===== config.mk =====
export PLATFORM = sky130hd
export DESIGN_NAME = seq_booth_multiplier
export DESIGN_NICKNAME = d
export VERILOG_FILES = /design/src/rtl/seq_booth_multiplier.sv
export SDC_FILE = /design/constraint.sdc
export NUM_CORES = 1
export LEC_CHECK = 0
export CORE_MARGIN = 3
export CORE_UTILIZATION = 40
export CTS_BUF_LIST = sky130_fd_sc_hd__clkbuf_8
export DETAILED_ROUTE_END_ITERATION = 10
export DONT_BUFFER_PORTS = 1
export SLEW_MARGIN = 20
export SYNTH_ARGS = -nofsm -noshare
export SYNTH_HDL_FRONTEND = slang
export SYNTH_SLANG_ARGS = --single-unit
export TNS_END_PERCENT = 10

===== constraint.sdc =====
create_clock -name clk -period 2.6 [get_ports clk]
set_input_delay 0.52 -clock clk [delete_from_list [all_inputs] [get_ports clk]]
set_output_delay 0.52 -clock clk [all_outputs]
set_load 0.01 [all_outputs]

===== src/rtl/seq_booth_multiplier.sv =====
// Iterative radix-2 Booth multiplier with one Booth step per clock.
// Valid/ready on both sides; each operand is signed or unsigned per operation.
module seq_booth_multiplier #(
  parameter int m_size = 8,
  parameter int r_size = 8,
  localparam int res_size = m_size + r_size
) (
  input  logic                clk,
  input  logic                rst,
  input  logic                in_valid,
  output logic                in_ready,
  input  logic [m_size-1:0]   M,
  input  logic [r_size-1:0]   R,
  input  logic                m_signed,
  input  logic                r_signed,
  output logic                out_valid,
  input  logic                out_ready,
  output logic [res_size-1:0] RES,
  output logic                busy
);

  localparam int W  = m_size + r_size + 3;
  localparam int CW = $clog2(r_size + 2);

  typedef enum logic [1:0] {IDLE, RUN, DONE} state_t;

  state_t            state, state_nxt;
  logic [W-1:0]      p, p_step;
  logic [m_size:0]   a, s, me, addend;
  logic [r_size:0]   re;
  logic [m_size+1:0] sum;
  logic [CW-1:0]     cnt;
  logic              accept, last_step;

  assign in_ready  = (state == IDLE) || ((state == DONE) && out_ready);
  assign out_valid = (state == DONE);
  assign busy      = (state == RUN);
  assign accept    = in_valid && in_ready;
  assign last_step = (cnt == CW'(1));

  assign me = m_signed ? {M[m_size-1], M} : {1'b0, M};
  assign re = r_signed ? {R[r_size-1], R} : {1'b0, R};

  // Upper field is summed one bit wider so the arithmetic shift keeps the true sign.
  always_comb begin
    addend = '0;
    case (p[1:0])
      2'b01:   addend = a;
      2'b10:   addend = s;
      default: addend = '0;
    endcase
    sum    = {p[W-1], p[W-1:r_size+2]} + {addend[m_size], addend};
    p_step = {sum, p[r_size+1:1]};
  end

  always_ff @(posedge clk or posedge rst) begin
    if (rst) state <= IDLE;
    else     state <= state_nxt;
  end

  always_comb begin
    state_nxt = state;
    case (state)
      IDLE:    if (accept) state_nxt = RUN;
      RUN:     if (last_step) state_nxt = DONE;
      DONE:    if (out_ready) state_nxt = in_valid ? RUN : IDLE;
      default: state_nxt = IDLE;
    endcase
  end

  always_ff @(posedge clk or posedge rst) begin
    if (rst) begin
      p   <= '0;
      a   <= '0;
      s   <= '0;
      cnt <= '0;
      RES <= '0;
    end else if (accept) begin
      p   <= {{(m_size+1){1'b0}}, re, 1'b0};
      a   <= me;
      s   <= -me;
      cnt <= CW'(r_size + 1);
    end else if (state == RUN) begin
      p   <= p_step;
      cnt <= cnt - CW'(1);
      if (last_step) RES <= p_step[res_size:1];
    end
  end

endmodule


==> out/metrics.csv, run 1 <==
metric,value,unit
outcome,"complete, no violations",
cts_inserted_buffers,9,
mostFrequentLayoutCell,nand2_1,
antenna_found_initial,0,
post_cts_buffers,0,
initial_utilization,41.6,%
cp-end-kind,register,
fin_crit,2.40,ns
ys_seq_area_share,51.0,%
ctsHoldBuffers,0,
clk_latency,0.34,ns
tns,0,ns
clock_path_buffers,2,
syn_to_final_growth,13.0,%
grt_setup_unrepaired,true,
power.density,1270,nW/um2
hold_path.class,input pin to asynchronous set/reset pin,
clock_sinks,58,
h-tree-depth,3,
setup_viol,0,
relSlewSlack,46.0,%
vias_per_cell,5.07,
grt_pass1_wl,10200,um
syn_inst,289,
chipWidth,90.3,um
tightest_slew,0.807,ns
drv_cap,0,
synth.distinct_cells,41,
path_delay_family,compound AO/OA/AOI/OAI gates,
grt_usage,15.7,%
dp.cells,382,
cp.required,2.82,ns
arrival,2.62,ns
nets,334,
maxSlewViolCount,0,
p_leak,1.52,nW
synth_seq_cells,58,
wl_per_cell,14.8,um
path_buf_inv,2,
drcViolationCount,0,
ys_async_sr_fraction,100,%
utilization,47.1,%
pin_count,41,
synth-edff-count,0,
wl,5900,um
worstSetupStartpointType,register,
dieArea,8160,um2
io_buffer_count,0,
slowest_stage,dfrtp_1,
cts.clk_slew.worst_paths,0.07,ns
path_class,register to register,
dieHeight,90.3,um
final_cells,398,
crit_chain,"inv_1, ha_1, buf_4, a22oi_1, nor2_1, ha_2, a21o_1, a31o_1, a21oi_1, xor2_1, o21ai_1",
vias,2017,
max_stage_delay,0.37,ns
grt_max_degree,37,
fp-row-count,30,
dp_hpwl,4250,um
final_antenna_net_count,0,
core,6830,um2
globalRouteOverflowTotal,0,
worstPathMaxFanout,7,
dr.pass1.iters,4,
yosysWarnings,0,
fmax,416,MHz
cts_root_buf,clkbuf_8,
period_share,92.4,%
hold_slack,0.0671,ns
drtIter0Drc,59,
post-place-ws,0.119,ns
synth_top_area_share,51.0,%
peakVddDrop,0.000736,V
syn_area,2840,um2
finClkSkew,0.00813,ns
synth_ff_type,dfrtp_1,
drive_above_1_share,12.9,%
setup_ws,0.199,ns
cts_tree,built,
synth_area_leaders,"dfrtp_1 51%, nand2_1 8.6%, ha_1 6.2%",
layout_common_cells,"65 x nand2_1, 58 x dfrtp_1, 24 x o21ai_1, 16 x a22oi_1",
place.gp.congestion,0.837,
syn-num-nets,326,
synth_area_leader_cell,dfrtp_1,
hold_violations,0,
diodes,0,
synth_area_per_cell,9.84,um2
grt_pass1_vias,2068,
## area by class of cell
| class | count | area [um2] |
|---|---|---|
| multi-input cells | 206 | 1320 |
| well taps | 96 | 120 |
| repair buffers | 10 | 75.1 |
| clock inverters | 5 | 52.6 |
| inverters | 12 | 45.0 |
| fillers | 671 | 3620 |
| clock buffers | 11 | 151 |
| flip-flops and latches | 58 | 1450 |
## logic make-up after synthesis
group	share of synthesized area [%]
buffers and inverters	3.39
muxes	4.49
DFF	51.0
adders and majority gates	6.86
and+or+nand+nor	15.9
AOI/OAI and AO/OA	13.7
xor gates and xnor gates	4.62
## worst paths after layout
path	startpoint	cells after the start	slack [ns]	endpoint
worst min-delay path	rst	1	0.07	p[13]$_DFFE_PP0P_
min in group clk	M[4]	2	0.29	a[4]$_DFFE_PP0P_
worst min register to register	a[4]$_DFFE_PP0P_	2	0.48	a[4]$_DFFE_PP0P_
max in group asynchronous	rst	2	1.90	a[0]$_DFFE_PP0P_
worst max-delay path	p[0]$_DFFE_PP0P_	11	0.20	RES[15]$_DFFE_PP0P_
worst max register to register	p[0]$_DFFE_PP0P_	11	0.20	RES[15]$_DFFE_PP0P_
## metrics by stage
stage | cell area, um2 | power [W]
after floorplan | 2840 | 0.00279
after global placement | 2990 | 0.00320
after detailed placement | 2990 | 0.00325
after CTS | 3200 | 0.00411
after global routing | 3210 | 0.00445
final | 3210 | 0.00407
## metal layers
layer / vias up / part of all wire (%) / GRT usage (%) / routed length (um)
met3: 13 / 4.6 / 5.08 / 269
li1: 1010 / - / - / -
met4: 0 / 2.6 / 7.65 / 155
met5: - / 0 / 0 / 0
met2: 31 / 48 / 24.5 / 2820
met1: 963 / 45 / 19.6 / 2650
## synth_stat cells (2+ instances only)
master and count:
xnor2_1 7, inv_1 9, clkbuf_1 10, dfrtp_1 58
nor3_1 3, mux2_1 10, a21oi_1 6, a22oi_1 16
o21ai_1 24, or3_1 2, a21o_1 3, o21ai_0 3
buf_2 2, nand2_1 65, nor2_1 13, nand3_1 10
nor3b_1 2, xor2_1 8, ha_1 14, inv_2 3
## power breakdown
part	internal, W	switching, W
combinational	0.000637	0.000911
clock	0.000489	0.000354
sequential	0.00133	0.000348
total	0.00246	0.00161
## sequential cells by signal (all words and copies together), names as in the netlist
name	cells
state	2
p	19
RES	16
s	8
a	9
cnt	4
## repair_timing
| item | in CTS | in global routing |
|---|---|---|
| gates resized for setup | 0 | 4 |
| endpoints found under the setup margin | 0 | 5 |
| endpoints found under the hold margin | 0 | 0 |
(Power assumes the default switching activity.)
==> inputs of run 2 (changes only) <==
--- a/config.mk
+++ b/config.mk
@@ -8,8 +8,10 @@
 export CORE_MARGIN = 3
 export CORE_UTILIZATION = 40
 export CTS_BUF_LIST = sky130_fd_sc_hd__clkbuf_8
+export CTS_CLUSTER_DIAMETER = 30
 export DETAILED_ROUTE_END_ITERATION = 10
 export DONT_BUFFER_PORTS = 1
+export GPL_ROUTABILITY_DRIVEN = 0
 export SLEW_MARGIN = 20
 export SYNTH_ARGS = -nofsm -noshare
 export SYNTH_HDL_FRONTEND = slang
==> run 2 against run 1 <==
Register-to-register slack about the same; cell area increased by 0.27%; global-route usage about the same; flip-flop and latch count unchanged; setup slack got worse by 0.014 ns; routed wire length decreased by 0.80%; combinational power about the same; non-clock buffer count decreased by 2.
==> out/metrics.csv, run 2 (synthesized netlist as in run 1, its figures left out) <==
metric,value,unit,change
outcome,"complete, no violations",,
relSlewSlack,47.3,%,+1.3 points
io_buffer_count,0,,unchanged
chipWidth,90.3,um,unchanged
pin_count,41,,unchanged
dp_hpwl,4040,um,-4.9%
arrival,2.63,ns,about the same
power.density,1260,nW/um2,-0.37%
r2r_start,p[0]$_DFFE_PP0P_,,
cts.clk_slew.worst_paths,0.06,ns,about the same
cts.repair.resized,0,,unchanged
diodes,0,,unchanged
mostFrequentLayoutCell,nand2_1,,
antenna_found_initial,0,,unchanged
timing.rr.end,RES[14]$_DFFE_PP0P_,,
grt_pass1_vias,2130,,+3.0%
peakVddDrop,0.000851,V,+16%
hold_path.class,input pin to asynchronous set/reset pin,,
final_area,3220,um2,+0.27%
post_cts_buffers,0,,unchanged
cts_tree,built,,
p_seq_share,41.2,%,about the same
drv_cap,0,,unchanged
grt_max_degree,59,,+59%
h-tree-depth,3,,unchanged
dieHeight,90.3,um,unchanged
globalRouteOverflowTotal,0,,unchanged
cp-end-kind,register,,
worstPathMaxFanout,7,,unchanged
drcViolationCount,0,,unchanged
largest_reg_flops,19,,unchanged
drive_above_1_share,13.3,%,+0.42 points
worstSetupStartpointType,register,,
cts_root_buf,clkbuf_8,,
clockPowerShare,20.6,%,about the same
ctsHoldBuffers,0,,unchanged
vias,2062,,+2.2%
maxSlewViolCount,0,,unchanged
p_leak,1.51,nW,-0.45%
utilization,47.2,%,+0.13 points
place_area,2990,um2,about the same
post-place-ws,0.159,ns,+0.0402 ns
cts_inserted_buffers,9,,unchanged
layout_common_cells,"65 x nand2_1, 58 x dfrtp_1, 24 x o21ai_1, 15 x a22oi_1, 13 x nor2_1",,
clock_sinks,58,,unchanged
finClkSkew,0.00975,ns,+0.00162 ns
core,6830,um2,unchanged
clock_path_buffers,2,,unchanged
wl_per_cell,14.8,um,-0.30%
syn_to_final_growth,13.3,%,
fin_crit,2.42,ns,+0.0140 ns
initial_utilization,41.6,%,unchanged
final_antenna_net_count,0,,unchanged
tns,0,ns,unchanged
path_class,register to register,,
ff2ff_setup_slack,0.18,ns,about the same
setup_viol,0,,unchanged
setup_ws,0.185,ns,-0.0140 ns
period_share,92.9,%,+0.54 points
reg2reg_depth,11,,unchanged
nets,332,,-0.60%
switching_share,39.6,%,about the same
p_sw,0.00161,W,-0.15%
largestRegisters,"p: 19 flops, RES: 16 flops, a: 9 flops",,
wl,5860,um,-0.80%
vias_per_cell,5.21,,+2.7%
dr.pass1.iters,4,,unchanged
grt_usage,15.6,%,-0.049 points
fmax,414,MHz,-0.58%
clk_latency,0.34,ns,about the same
fp-row-count,30,,unchanged
hold_violations,0,,unchanged
cellInternalPower,0.00246,W,about the same
drtIter0Drc,114,,+93%
combinationalPowerShare,38.2,%,+0.2 points
tightest_slew,0.788,ns,-0.0190 ns
dieArea,8160,um2,unchanged
top_register,p,,
grt_pass1_wl,10100,um,-0.47%
cp.required,2.82,ns,about the same
## run 2: power groups by stage
stage,clock (W),combinational (W),sequential [W]
CTS,0.000864,0.00154,0.00168
finish,0.000839,0.00155,0.00167
global route,0.000910,0.00180,0.00174
detailed placement,0,0.00153,0.00169
floorplan,0,0.00120,0.00159
global placement,0,0.00150,0.00168
## run 2: final cells by class
class                   instances  area [um2]
fillers                       670        3610
flip-flops and latches         58        1450
multi-input cells             206        1330
clock buffers                  11         151
well taps                      96         120
repair buffers                  8        72.6
clock inverters                 5        52.6
inverters                      12        45.0
## run 2: routing by layer
metal | vias up | share of wire (%) | track usage (%) | wire length, um
li1 | 1012 | - | - | -
met1 | 1002 | 44 | 19.1 | 2550
met2 | 37 | 49 | 25.5 | 2900
met3 | 11 | 5.2 | 5.58 | 305
met4 | 0 | 1.7 | 5.74 | 102
met5 | - | 0 | 0 | 0
## run 2: metrics by stage
step	total power [W]	hold slack (ns)	std cells
5_1_grt	0.00445	0.129	396
3_3_place_gp	0.00318	0.460	380
4_1_cts	0.00408	0.128	396
6_report	0.00406	0.109	396
2_1_floorplan	0.00279	0.446	289
3_5_place_dp	0.00322	0.467	380
## run 2: worst max-delay path by stage
stage | end | from | slack (ns) | cells after the start
after global routing | RES[14]$_DFFE_PP0P_ | p[0]$_DFFE_PP0P_ | -0.01 | 11
after global placement | RES[14]$_DFFE_PP0P_ | p[0]$_DFFE_PP0P_ | 0.19 | 11
after floorplan | RES[14]$_DFFE_PP0P_ | p[0]$_DFFE_PP0P_ | 0.08 | 11
after detailed placement | RES[14]$_DFFE_PP0P_ | p[0]$_DFFE_PP0P_ | 0.16 | 11
final | RES[14]$_DFFE_PP0P_ | p[0]$_DFFE_PP0P_ | 0.18 | 11
after CTS | RES[14]$_DFFE_PP0P_ | p[0]$_DFFE_PP0P_ | 0.15 | 11
## run 2: worst max-delay path: stages, from the launching register on
cell      delay, ns
dfrtp_1        0.37
inv_1          0.05
ha_1           0.21
buf_4          0.17
a22oi_2        0.15
nor2_1         0.07
ha_1           0.35
a21o_1         0.22
a311oi_2       0.32
nor2_1         0.10
xnor2_1        0.20
o21ai_1        0.09
